<file path="src/rtl/bus_arbiter.sv">
// Two-master (CPU A, DMA B) round-robin arbiter onto a single shared bus.
// Ports: i_clock/i_reset, master A/B request bundles, o_bus_* to slave, i_bus_ready/i_bus_rdata back.
module bus_arbiter #(
  parameter int TIMEOUT = 255
) (
  input  logic        i_clock,
  input  logic        i_reset,
  input  logic        i_a_request,
  input  logic        i_a_rw,
  input  logic [31:0] i_a_address,
  input  logic [31:0] i_a_wdata,
  output logic [31:0] o_a_rdata,
  output logic        o_a_ready,
  output logic        o_a_error,
  input  logic        i_b_request,
  input  logic        i_b_rw,
  input  logic [31:0] i_b_address,
  input  logic [31:0] i_b_wdata,
  output logic [31:0] o_b_rdata,
  output logic        o_b_ready,
  output logic        o_b_error,
  output logic        o_bus_request,
  output logic        o_bus_rw,
  output logic [31:0] o_bus_address,
  output logic [31:0] o_bus_wdata,
  input  logic        i_bus_ready,
  input  logic [31:0] i_bus_rdata
);

  localparam logic [1:0] IDLE = 2'd0;
  localparam logic [1:0] BUSY = 2'd1;
  localparam logic [1:0] DONE = 2'd2;

  localparam logic [7:0] LAST = 8'(TIMEOUT - 1);

  logic [1:0]  state;
  logic        grant_b;
  logic        prio_b;
  logic [7:0]  count;
  logic [31:0] rdata_q;
  logic        err_q;
  logic        pick_b;
  logic        busy;
  logic        done;

  // B wins only if A is idle or B holds priority
  assign pick_b = i_b_request & (~i_a_request | prio_b);

  always_ff @(posedge i_clock or posedge i_reset) begin
    if (i_reset) begin
      state   <= IDLE;
      grant_b <= 1'b0;
      prio_b  <= 1'b0;
      count   <= 8'd0;
      rdata_q <= 32'd0;
      err_q   <= 1'b0;
    end else begin
      unique case (state)
        IDLE: begin
          if (i_a_request | i_b_request) begin
            grant_b <= pick_b;
            prio_b  <= ~pick_b;
            count   <= 8'd0;
            state   <= BUSY;
          end
        end
        BUSY: begin
          // slave completion takes precedence over timeout
          if (i_bus_ready) begin
            rdata_q <= i_bus_rdata;
            err_q   <= 1'b0;
            state   <= DONE;
          end else if (count == LAST) begin
            rdata_q <= 32'd0;
            err_q   <= 1'b1;
            state   <= DONE;
          end else begin
            count <= count + 8'd1;
          end
        end
        DONE: state <= IDLE;
        default: state <= IDLE;
      endcase
    end
  end

  assign busy = (state == BUSY);
  assign done = (state == DONE);

  assign o_bus_request = busy;
  assign o_bus_rw      = busy & (grant_b ? i_b_rw : i_a_rw);
  assign o_bus_address = busy ? (grant_b ? i_b_address : i_a_address)
                              : 32'd0;
  assign o_bus_wdata   = busy ? (grant_b ? i_b_wdata : i_a_wdata)
                              : 32'd0;

  assign o_a_ready = done & ~grant_b;
  assign o_a_error = o_a_ready & err_q;
  assign o_a_rdata = o_a_ready ? rdata_q : 32'd0;

  assign o_b_ready = done & grant_b;
  assign o_b_error = o_b_ready & err_q;
  assign o_b_rdata = o_b_ready ? rdata_q : 32'd0;

endmodule

</file>
<file path="config.mk">
export PLATFORM = sky130hd
export DESIGN_NAME = bus_arbiter
export DESIGN_NICKNAME = d
export VERILOG_FILES = /design/src/rtl/bus_arbiter.sv
export SDC_FILE = /design/constraint.sdc
export NUM_CORES = 1
export LEC_CHECK = 0
export ABC_AREA = 0
export BUFFER_PORTS_ARGS = -buffer_cell sky130_fd_sc_hd__buf_2
export CELL_PAD_IN_SITES_DETAIL_PLACEMENT = 2
export CELL_PAD_IN_SITES_GLOBAL_PLACEMENT = 2
export CORE_ASPECT_RATIO = 1.4
export CORE_UTILIZATION = 20
export CTS_BUF_LIST = sky130_fd_sc_hd__clkbuf_16
export DETAILED_ROUTE_END_ITERATION = 6
export PLACE_DENSITY_LB_ADDON = 0.12
export SLEW_MARGIN = 20
export SYNTH_ARGS = -nofsm -noshare
export SYNTH_HDL_FRONTEND = slang
export SYNTH_SLANG_ARGS = --single-unit
</file>
<file path="constraint.sdc">
create_clock -name i_clock -period 5.1 [get_ports i_clock]
set_clock_uncertainty 0.2 [all_clocks]
set_input_delay 0.255 -clock i_clock [delete_from_list [all_inputs] [get_ports i_clock]]
set_output_delay 0.255 -clock i_clock [all_outputs]
set_load 0.01 [all_outputs]
</file>
# Word-level counts from Yosys, hierarchy flattened

Cells that the tools add are included.

Logic and storage cells: 51
Output and inout bits: 134
Register bits after elaboration: 45
Bits of input ports: 167

Eq/ne operators: 7
Mux-type cells: 19
Bitwise gates (word level): 11
Add/sub/neg operators: 1
Reductions and logical operators: 7

Operator list:

| cell                                                 | count |
|---|---|
| 2-to-1 mux 32 bit                                    | 8 |
| 2-to-1 mux 8 bit                                     | 3 |
| one-hot mux 8 bit (2 select lines)                   | 1 |
| adder 8 x 1 -> 8 bit (second input constant)         | 1 |
| equality test 8 bit (second input constant)          | 1 |
| AND 1 bit                                            | 6 |
| 2-to-1 mux 2 bit                                     | 3 |
| != test 2 bit (second input constant)                | 3 |
| AND reduction 2 bit                                  | 3 |
| one-hot mux 2 bit (2 select lines)                   | 1 |
| AND reduction 4 bit                                  | 1 |
| nonzero test 2 bit                                   | 2 |
| 2-to-1 mux 1 bit                                     | 3 |
| != test 3 x 2 -> 1 bit (second input constant)       | 1 |
| inverter 1 bit                                       | 3 |
| equality test 2 x 1 -> 1 bit (second input constant) | 1 |
| equality test 2 bit (second input constant)          | 1 |
| logical NOT 2 bit                                    | 1 |
| bitwise OR 1 bit                                     | 2 |

# Depth between registers and ports, before layout

Gate-level depths: netlist (run 1).

Depth after elaboration: 4
Gate-level depth with buffers: 7
Depth with buffers taken out: 6

# Least setup slack after synthesis (run 1)

No wires, ideal clock.

Path kind: register to output
Start: register grant_b
End: output port o_a_rdata[22]
Path slack: 3.399 ns
Required time: 4.645 ns
Arrival time: 1.246 ns
Stages on the path, launching flop included: 5
Buffers on the path: 2
Cells stage by stage: dfrtp_1 > buf_2 > nor3b_2 > clkbuf_1 > and2_1

Word-level cells in the longest chain between the ends: 3

Ends and longest elaborated chain:

| what                   | line | RTL |
|---|---|---|
| from (decl)            | 37   | `logic grant_b;` |
| from (signal assigned) | 61   | `grant_b <= pick_b;` |
| inverter 1 bit         | 97   | `assign o_a_ready = done & ~grant_b;` |
| AND 1 bit              | 97   |  |
| via o_a_ready          | 13   | `output logic o_a_ready,` |
| 2-to-1 mux 32 bit      | 99   | `assign o_a_rdata = o_a_ready ? rdata_q : 32'd0;` |
| to (decl)              | 12   | `output logic [31:0] o_a_rdata,` |

The timed path passes the listed nets, and every way through them passes these cells.

# Worst setup path after layout (run 1)

Start: register grant_b
End: output port o_a_rdata[13]

Word-level cells in the longest chain between the ends: 3

Ends and longest elaborated chain:

| what              | line |
|---|---|
| inverter 1 bit    | 97 |
| AND 1 bit         | 97 |
| 2-to-1 mux 32 bit | 99 |

No other way between the ends.

==> results.md, run 1 <==
Status:
- The run finished, with violations left.
- The checks that failed: negative hold slack.

Power and ir drop:
- Dividing total power by cell area gives a power density of 437.4 nW/um2.
- The worst voltage drop across the vdd grid is 0.1994 mV.
- In this run the static leakage power is 3.164 nW.
- Power comes to 2.319 mW.

Synthesis:
- The sequential element share of the synthesized area is 0.3488.
- Among all flip-flop cells after synthesis, the most frequent one is sky130_fd_sc_hd__dfrtp_1.
- The number of flops mapped to enable cells by yosys is 0.
- Synthesis produced a netlist with a net count of 531.
- The post-synthesis register bit count is 45.
- The netlist uses 31 different library cells.
- The area of the mapped netlist is 3228 um2.
- In the synthesized netlist the async set-or-reset flop fraction comes to 1.000.
- The number of warnings reported in the yosys synthesis log is 0.
- Synthesis produced a netlist whose cell count is 362.
- The average instance in the mapped netlist occupies 8.917 um2.

STA:
- The final setup violation count is 0.
- Headroom to the max-slew limit came out at 0.3447.
- The number of hold-slack violations in the final timing report is 7.
- Setup repair after global routing left no endpoint under its margin.
- The summed negative setup slack over all endpoints is 0 ps.
- The final max-slew violation count is 0.
- Timing would allow up to 410.8 MHz.
- The worst path needs ~2400 ps of the cycle, external delays included.
- Final hold analysis gives a worst-case slack of -2.116 ps.
- At the pin with the least slew margin, the transition time is a little under 1000 ps.
- Of the available clock period, the critical path in the final layout requires 0.4774.

Clock tree:
- The cell chosen for the clock root is sky130_fd_sc_hd__clkbuf_16.
- The clock passes through at most 2 buffers.
- The worst-skew pair later-pin latency is 290 ps.
- The clock-pin slew on the worst setup and hold paths is 60 ps.
- The clock tree from TritonCTS is built.
- TritonCTS created 5 clock buffers.
- The sink count of the clock tree is 45.
- The H-tree depth is 2.

Floorplanning:
- The placeable core region is 15,680 um2.
- The top-level port count is 301.
- The die width is 109.4 um.
- The floorplan step defined a die boundary enclosing 16,660 um2.
- The overall die height is 152.3 um.
- The floorplan row count is 54.
- The initial utilization of the core area, before any placement, comes to 0.2059.

Layout:
- Leaving out fill and tap cells, the most frequent cell in the layout is sky130_fd_sc_hd__buf_2.
- In the final design database the tool counted 841 nets.
- The synthesis-to-finish area growth is 64.22%.
- In the layout the commonest cells are sky130_fd_sc_hd__buf_2 (300), sky130_fd_sc_hd__nor2_1 (72), sky130_fd_sc_hd__and2_1 (68).
- The final cell utilization of the core is 0.3382.
- The fraction of layout instances using a drive strength above 1 is 0.4755.
- The post-layout instance count excluding filler cells is 870.

Global route:
- The global router's overall resource usage is 0.1746.
- The initial antenna violation count is 1.
- Entering global routing, the biggest net connects 69 pins.
- The global-route wire length before repair is around 23,000 um.
- The total overflow left after global routing is 0.
- The via count of the first global-routing pass is 4,121.

Detailed routing:
- For this run, design rule violations remaining after detail routing come to 0.
- The number of antenna-violating nets in the routed design is 0.
- The number of vias per cell is 4.557.
- The detail-routed net length per standard cell is 17.61 um.
- Across all layers, the routed design uses a little under 4,000 vias.
- For this block, the initial DRC count from the detailed router was 86.
- The aggregate routed wire length is 15,320 um.
- The detailed-router iteration count before antenna repair is 2.

Placed design:
- After legalization and detailed placement, the total HPWL measured 11,880 um.
- During placement, the flow inserted port buffers numbering 300.
- Routability-driven placement finished with a final weighted congestion of 0.7881.
- The number of instances in the placed design is 832.

Setup path:
- The required arrival time at the worst endpoint is 4640 ps.
- The data arrival time of the worst path is 1980 ps.
- On the critical path, the stage with the largest delay is an instance of sky130_fd_sc_hd__dfrtp_4.
- The category of the worst setup path launch point is a flop.
- The worst setup path is captured at an output port.
- The kind of critical path is reg -> out.
- Of all nets on the critical path, the largest fanout is 25.
- The signal on the critical path passes through nor3b_4, buf_6, and2_1, buf_2.
- The longest individual stage delay on the worst path is 660 ps.

Hold path:
- The min-delay analysis places its worst path in the category in -> async.

Flow run:
- The tool flagged a number of max-cap violations equal to 0.
timing repair:
action / 4_1_cts / 5_1_grt
resized for setup: 0 / 0
hold buffers: 27 / 0
hold endpoints to repair: 27 / 0
buffers inserted: 0 / 0
critical path, delay by kind of cell (launching register included):
kind	cells	cell delay (ps)
AND/OR/NAND/NOR	2	630
buffers and inverters	2	390
flip-flops	1	660
power by group:
group	internal, mW	leakage [nW]	switching [mW]
clock	0.178	0.0748	0.139
sequential	0.502	0.568	0.168
combinational	0.608	2.52	0.723
total	1.29	3.16	1.03
cell usage after synthesis (all sizes together) (2+ instances only):
| cell | number | area share |
|---|---|---|
| inv | 5 | 0.0058 |
| dfrtp | 45 | 0.35 |
| mux2i | 65 | 0.20 |
| o2bb2ai | 2 | 0.0054 |
| nor3 | 2 | 0.0031 |
| nand2 | 7 | 0.0081 |
| nor3b | 2 | 0.0078 |
| a211o | 2 | 0.0054 |
| xnor2 | 2 | 0.0054 |
| nor2 | 72 | 0.084 |
| a21o | 2 | 0.0046 |
| and2 | 68 | 0.13 |
| a22o | 32 | 0.087 |
| o21ai | 6 | 0.010 |
| buf | 22 | 0.041 |
| ha | 2 | 0.0078 |
| nand3 | 6 | 0.0093 |
| a21oi | 4 | 0.0062 |
| a31oi | 2 | 0.0039 |
| clkbuf | 7 | 0.0081 |
| nand2b | 3 | 0.0058 |
stage by stage:
step	worst slack (ps)	instance area [um2]
after detailed placement	1989	4850
after CTS	1660	5259
after global placement	2168	4850
after global routing	2540	5301
final	2665	5301
after floorplan	3399	3228
layout make-up:
type                            count  area, um2
Fill cell                        1853      10370
Multi-Input combinational cell    283       1933
Timing Repair Buffer              332       1833
Sequential cell                    45       1130
Tap cell                          196      245.2
Clock buffer                        5      125.1
Inverter                            5      18.77
Clock inverter                      3      13.76
Antenna cell                        1      2.502
cells by family (layout without fill, tap and decap cells):
logic type,Yosys count,count (layout),share of synthesized area
AOI/OAI and AO/OA,51,51,0.1248
muxes,65,65,0.2015
and+or+nand+nor,163,163,0.2562
xor gates and xnor gates,2,2,0.005427
DFF,45,45,0.3488
buffers and inverters,34,345,0.05542
adders and majority gates,2,2,0.007751
other,0,1,0
metal layers:
| metal | vias to the layer above | wire, um | GRT usage |
|---|---|---|---|
| li1 | 1853 | - | - |
| met1 | 1902 | 5614 | 0.1870 |
| met2 | 195 | 7913 | 0.3273 |
| met3 | 15 | 1525 | 0.04448 |
| met4 | 0 | 267 | 0.05016 |
| met5 | - | 0 | 0 |
flip-flops by register name (all words and copies together), names as in the netlist:
name and count:
prio_b 1, rdata_q 32, state 2, grant_b 1, err_q 1, count 8
final timing paths:
check	depth (start not counted)	startpoint	to	slack (ps)
max	4	grant_b	o_a_rdata[13]	2670
max in group asynchronous	2	i_reset	grant_b	3990
max reg2reg	6	count[0]	count[5]	2910
min in group i_clock	2	i_bus_rdata[22]	rdata_q[22]	10
min reg2reg	1	prio_b	prio_b	290
min	2	i_reset	state[1]	-2
Power figures use the tool's default switching activity.
==> inputs of run 2 (changes only) <==
--- a/config.mk
+++ b/config.mk
@@ -10,7 +10,7 @@
 export CELL_PAD_IN_SITES_DETAIL_PLACEMENT = 2
 export CELL_PAD_IN_SITES_GLOBAL_PLACEMENT = 2
 export CORE_ASPECT_RATIO = 1.4
-export CORE_UTILIZATION = 20
+export CORE_UTILIZATION = 17
 export CTS_BUF_LIST = sky130_fd_sc_hd__clkbuf_16
 export DETAILED_ROUTE_END_ITERATION = 6
 export PLACE_DENSITY_LB_ADDON = 0.12
==> constraint.sdc (replaced) <==
create_clock -name i_clock -period 2 [get_ports i_clock]
set_clock_uncertainty 0.2 [all_clocks]
set_input_delay 0.1 -clock i_clock [delete_from_list [all_inputs] [get_ports i_clock]]
set_output_delay 0.1 -clock i_clock [all_outputs]
set_load 0.01 [all_outputs]
==> results.md, run 2 (synthesis gave the netlist of run 1 again) <==
Detailed routing:
- The number of design rule violations left after detail routing came to 0 (unchanged).
- The detailed-router iteration count before antenna repair came to 3 (was 2).
- The detail-routed net length per standard cell is 17.66 um (was 17.61 um).
- The number of antenna-violating nets in the routed design came to 0 (unchanged).
- The aggregate routed wire length is 16,700 um (was 15,320 um).
- The routed via count is 4,042 (was 3,965).
- The violation count after the first detailed-route iteration is 83 (was 86).
- The number of vias per cell is 4.273 (was 4.557).

Floorplanning:
- The overall die height is 165.0 um (was 152.3 um).
- The die width is 118.5 um (was 109.4 um).
- The placeable core region is 18,600 um2 (was 15,680 um2).
- The area enclosed by the die boundary is 19,550 um2 (was 16,660 um2).
- The floorplan row count came to 59 (was 54).
- The starting density of the core is 0.1735 (was 0.2059).
- The top-level port count is 301 (unchanged).

Setup path:
- The number of buffers and inverters on the critical path came to 3 (was 2).
- The category of the worst setup path launch point is a flop (unchanged).
- Cell-by-cell listing of the critical path: nor3b_4, buf_6, clkbuf_16, and2_1, buf_2 (was nor3b_4, buf_6, and2_1, buf_2).
- The kind of critical path was reg -> out (unchanged).
- The worst-path maximum fanout came to 8 (was 25).
- The longest individual stage delay on the worst path is 550 ps (was 660 ps).
- The family with the most delay on the worst path is flip-flops (unchanged).
- The required arrival time at the worst endpoint came to 1700 ps (was 4640 ps).
- The critical-path cell with the highest stage delay is sky130_fd_sc_hd__dfrtp_4 (unchanged).
- The data arrival time of the worst path came to 1640 ps (was 1980 ps).
- The endpoint class of the critical path is an output port (unchanged).

STA:
- The final clock period utilization by the worst path is 0.9676.
- The final max-slew violation count is 0 (unchanged).
- The relative slew slack came to 0.7963 (was 0.3447).
- Subtracting the final worst setup slack from the clock period gives between 1500 and 2000 ps.
- The top achievable clock speed is 516.8 MHz.
- The summed negative setup slack over all endpoints came to 0 ps (unchanged).
- The number of hold-slack violations in the final timing report is 0 (was 7).
- The slew at the pin with the worst max-slew slack is 297.0 ps (was 981.5 ps).
- Setup repair after global routing missed its margin: true (was false).
- The worst hold margin is 93.76 ps (was -2.116 ps).
- The final setup violation count is 0 (unchanged).

Layout:
- The commonest non-fill, non-tap cell in the layout is sky130_fd_sc_hd__buf_2 (unchanged).
- The register with the highest flop count is rdata_q (unchanged).
- The total number of nets in the final design came to 869 (was 841).
- The number of flip-flops in the largest register was 32 (unchanged).
- The count of fill cells added during filler insertion came to 2,202 (was 1,853).
- Top library cells by usage in the layout, fill and taps aside: sky130_fd_sc_hd__buf_2 (300), sky130_fd_sc_hd__nor2_1 (72), sky130_fd_sc_hd__and2_1 (68) (unchanged).
- The sequential standard cell area is 1130 um2 (unchanged).
- The multi-input logic area came to 1936 um2 (was 1933 um2).
- The synthesis-to-finish area growth is 77.71% (was 64.22%).
- The final instance area was 5737 um2 (was 5301 um2).
- Largest regs: rdata_q x32, count x8, state x2 (unchanged).
- The fraction of layout instances using a drive strength above 1 is 0.4850 (was 0.4755).

Clock tree:
- The number of buffers between clock root and the deepest sink is 2 (unchanged).
- The worst-skew pair later-pin latency is 290 ps (about the same).
- The clock tree from TritonCTS is built (unchanged).
- The clock-pin slew on the worst setup and hold paths was 70 ps (was 60 ps).
- The H-tree depth was 2 (unchanged).
- The sink count of the clock tree came to 45 (unchanged).
- The cell chosen for the clock root was sky130_fd_sc_hd__clkbuf_16 (unchanged).
- The number of buffers created by CTS is 5 (unchanged).

Global route:
- The global-route wire length before repair came to 24,330 um (was 22,700 um).
- The via count of the first global-routing pass is 4,355 (was 4,121).
- The initial antenna violation count was 1 (unchanged).
- The pin count of the biggest net entering global routing came to 66 (was 69).
- The global router's overall resource usage is 0.1577 (was 0.1746).
- The overflow left after global routing is 0 (unchanged).

Power and ir drop:
- The total leakage power is 3.340 nW (was 3.164 nW).
- The worst voltage drop across the vdd grid is 0.4913 mV (was 0.1994 mV).
- The power density normalized to cell area was 1136 nW/um2 (was 437.4 nW/um2).

Placed design:
- The instance area at placement is 5110 um2 (was 4850 um2).
- The final weighted congestion in routability-driven placement is 0.7693 (was 0.7881).
- The port buffer count is 300 (unchanged).
- The sum of net half-perimeters after detailed placement is 12,580 um (was 11,880 um).

Flow run:
- The number of max-cap violations came to 0 (unchanged).

Hold path:
- The path class of the lowest-slack min-delay path is in -> reg (was in -> async).

Status:
- Outcome: completed (was complete, but fails checks).
==> run 2: layout make-up <==
type                    count  area share
repair buffers            360      0.3793
multi-input cells         283      0.3374
flip-flops and latches     45      0.1969
well taps                 244     0.05322
clock buffers               5     0.02181
clock inverters             3    0.007634
inverters                   5    0.003272
diodes                      1   0.0004362
==> run 2: routing by layer <==
layer  wire length (um)  up-vias  share of wire  GRT usage
met5                  0        -              0          0
met4                286        0          0.017    0.03913
met3               1083       14          0.065    0.03211
met2               8668      203           0.52     0.2936
met1               6663     1921           0.40     0.1835
li1                   -     1904              -          -
==> run 2: what timing repair did <==
action,in CTS,in global routing
hold endpoints to repair,79,0
pin swaps,0,1
resized for setup,1,3
setup buffers,3,1
hold buffers,36,0
gates cloned,0,2
endpoints found under the setup margin,83,29
==> run 2: worst paths after layout <==
path,startpoint,to,slack (ps),cells after the start
setup / recovery,grant_b,o_a_rdata[17],60,5
hold / removal,i_bus_ready,state[1],90,4
setup reg to reg,count[0],count[5],150,6
hold reg to reg,prio_b,prio_b,290,1
max in group asynchronous,i_reset,grant_b,1130,4
min in group asynchronous,i_reset,rdata_q[29],210,4
==> run 2: metrics by stage <==
stage               utilization  instances  setup slack [ps]  total power [mW]
detailed placement       0.2747        895             33.89             5.421
floorplan                     -        362             376.0             3.781
global placement         0.2747        895             96.46             5.315
global route             0.3084        946            -5.288             7.003
CTS                      0.3045        942             31.09             6.570
finish                   0.3084        946             64.87             6.515
==> run 2: worst register-to-register path, stage by stage (launching register included) <==
cell                        delay (ps)
sky130_fd_sc_hd__dfrtp_1           430
sky130_fd_sc_hd__inv_1              90
sky130_fd_sc_hd__ha_1              140
sky130_fd_sc_hd__nand3_1           150
sky130_fd_sc_hd__o21ai_2           330
sky130_fd_sc_hd__and2_1            290
sky130_fd_sc_hd__o2bb2ai_1         150
==> run 2: where the power goes <==
part | internal [mW] | switching [mW]
clock | 0.592 | 0.376
combinational | 1.87 | 2.06
sequential | 1.28 | 0.335
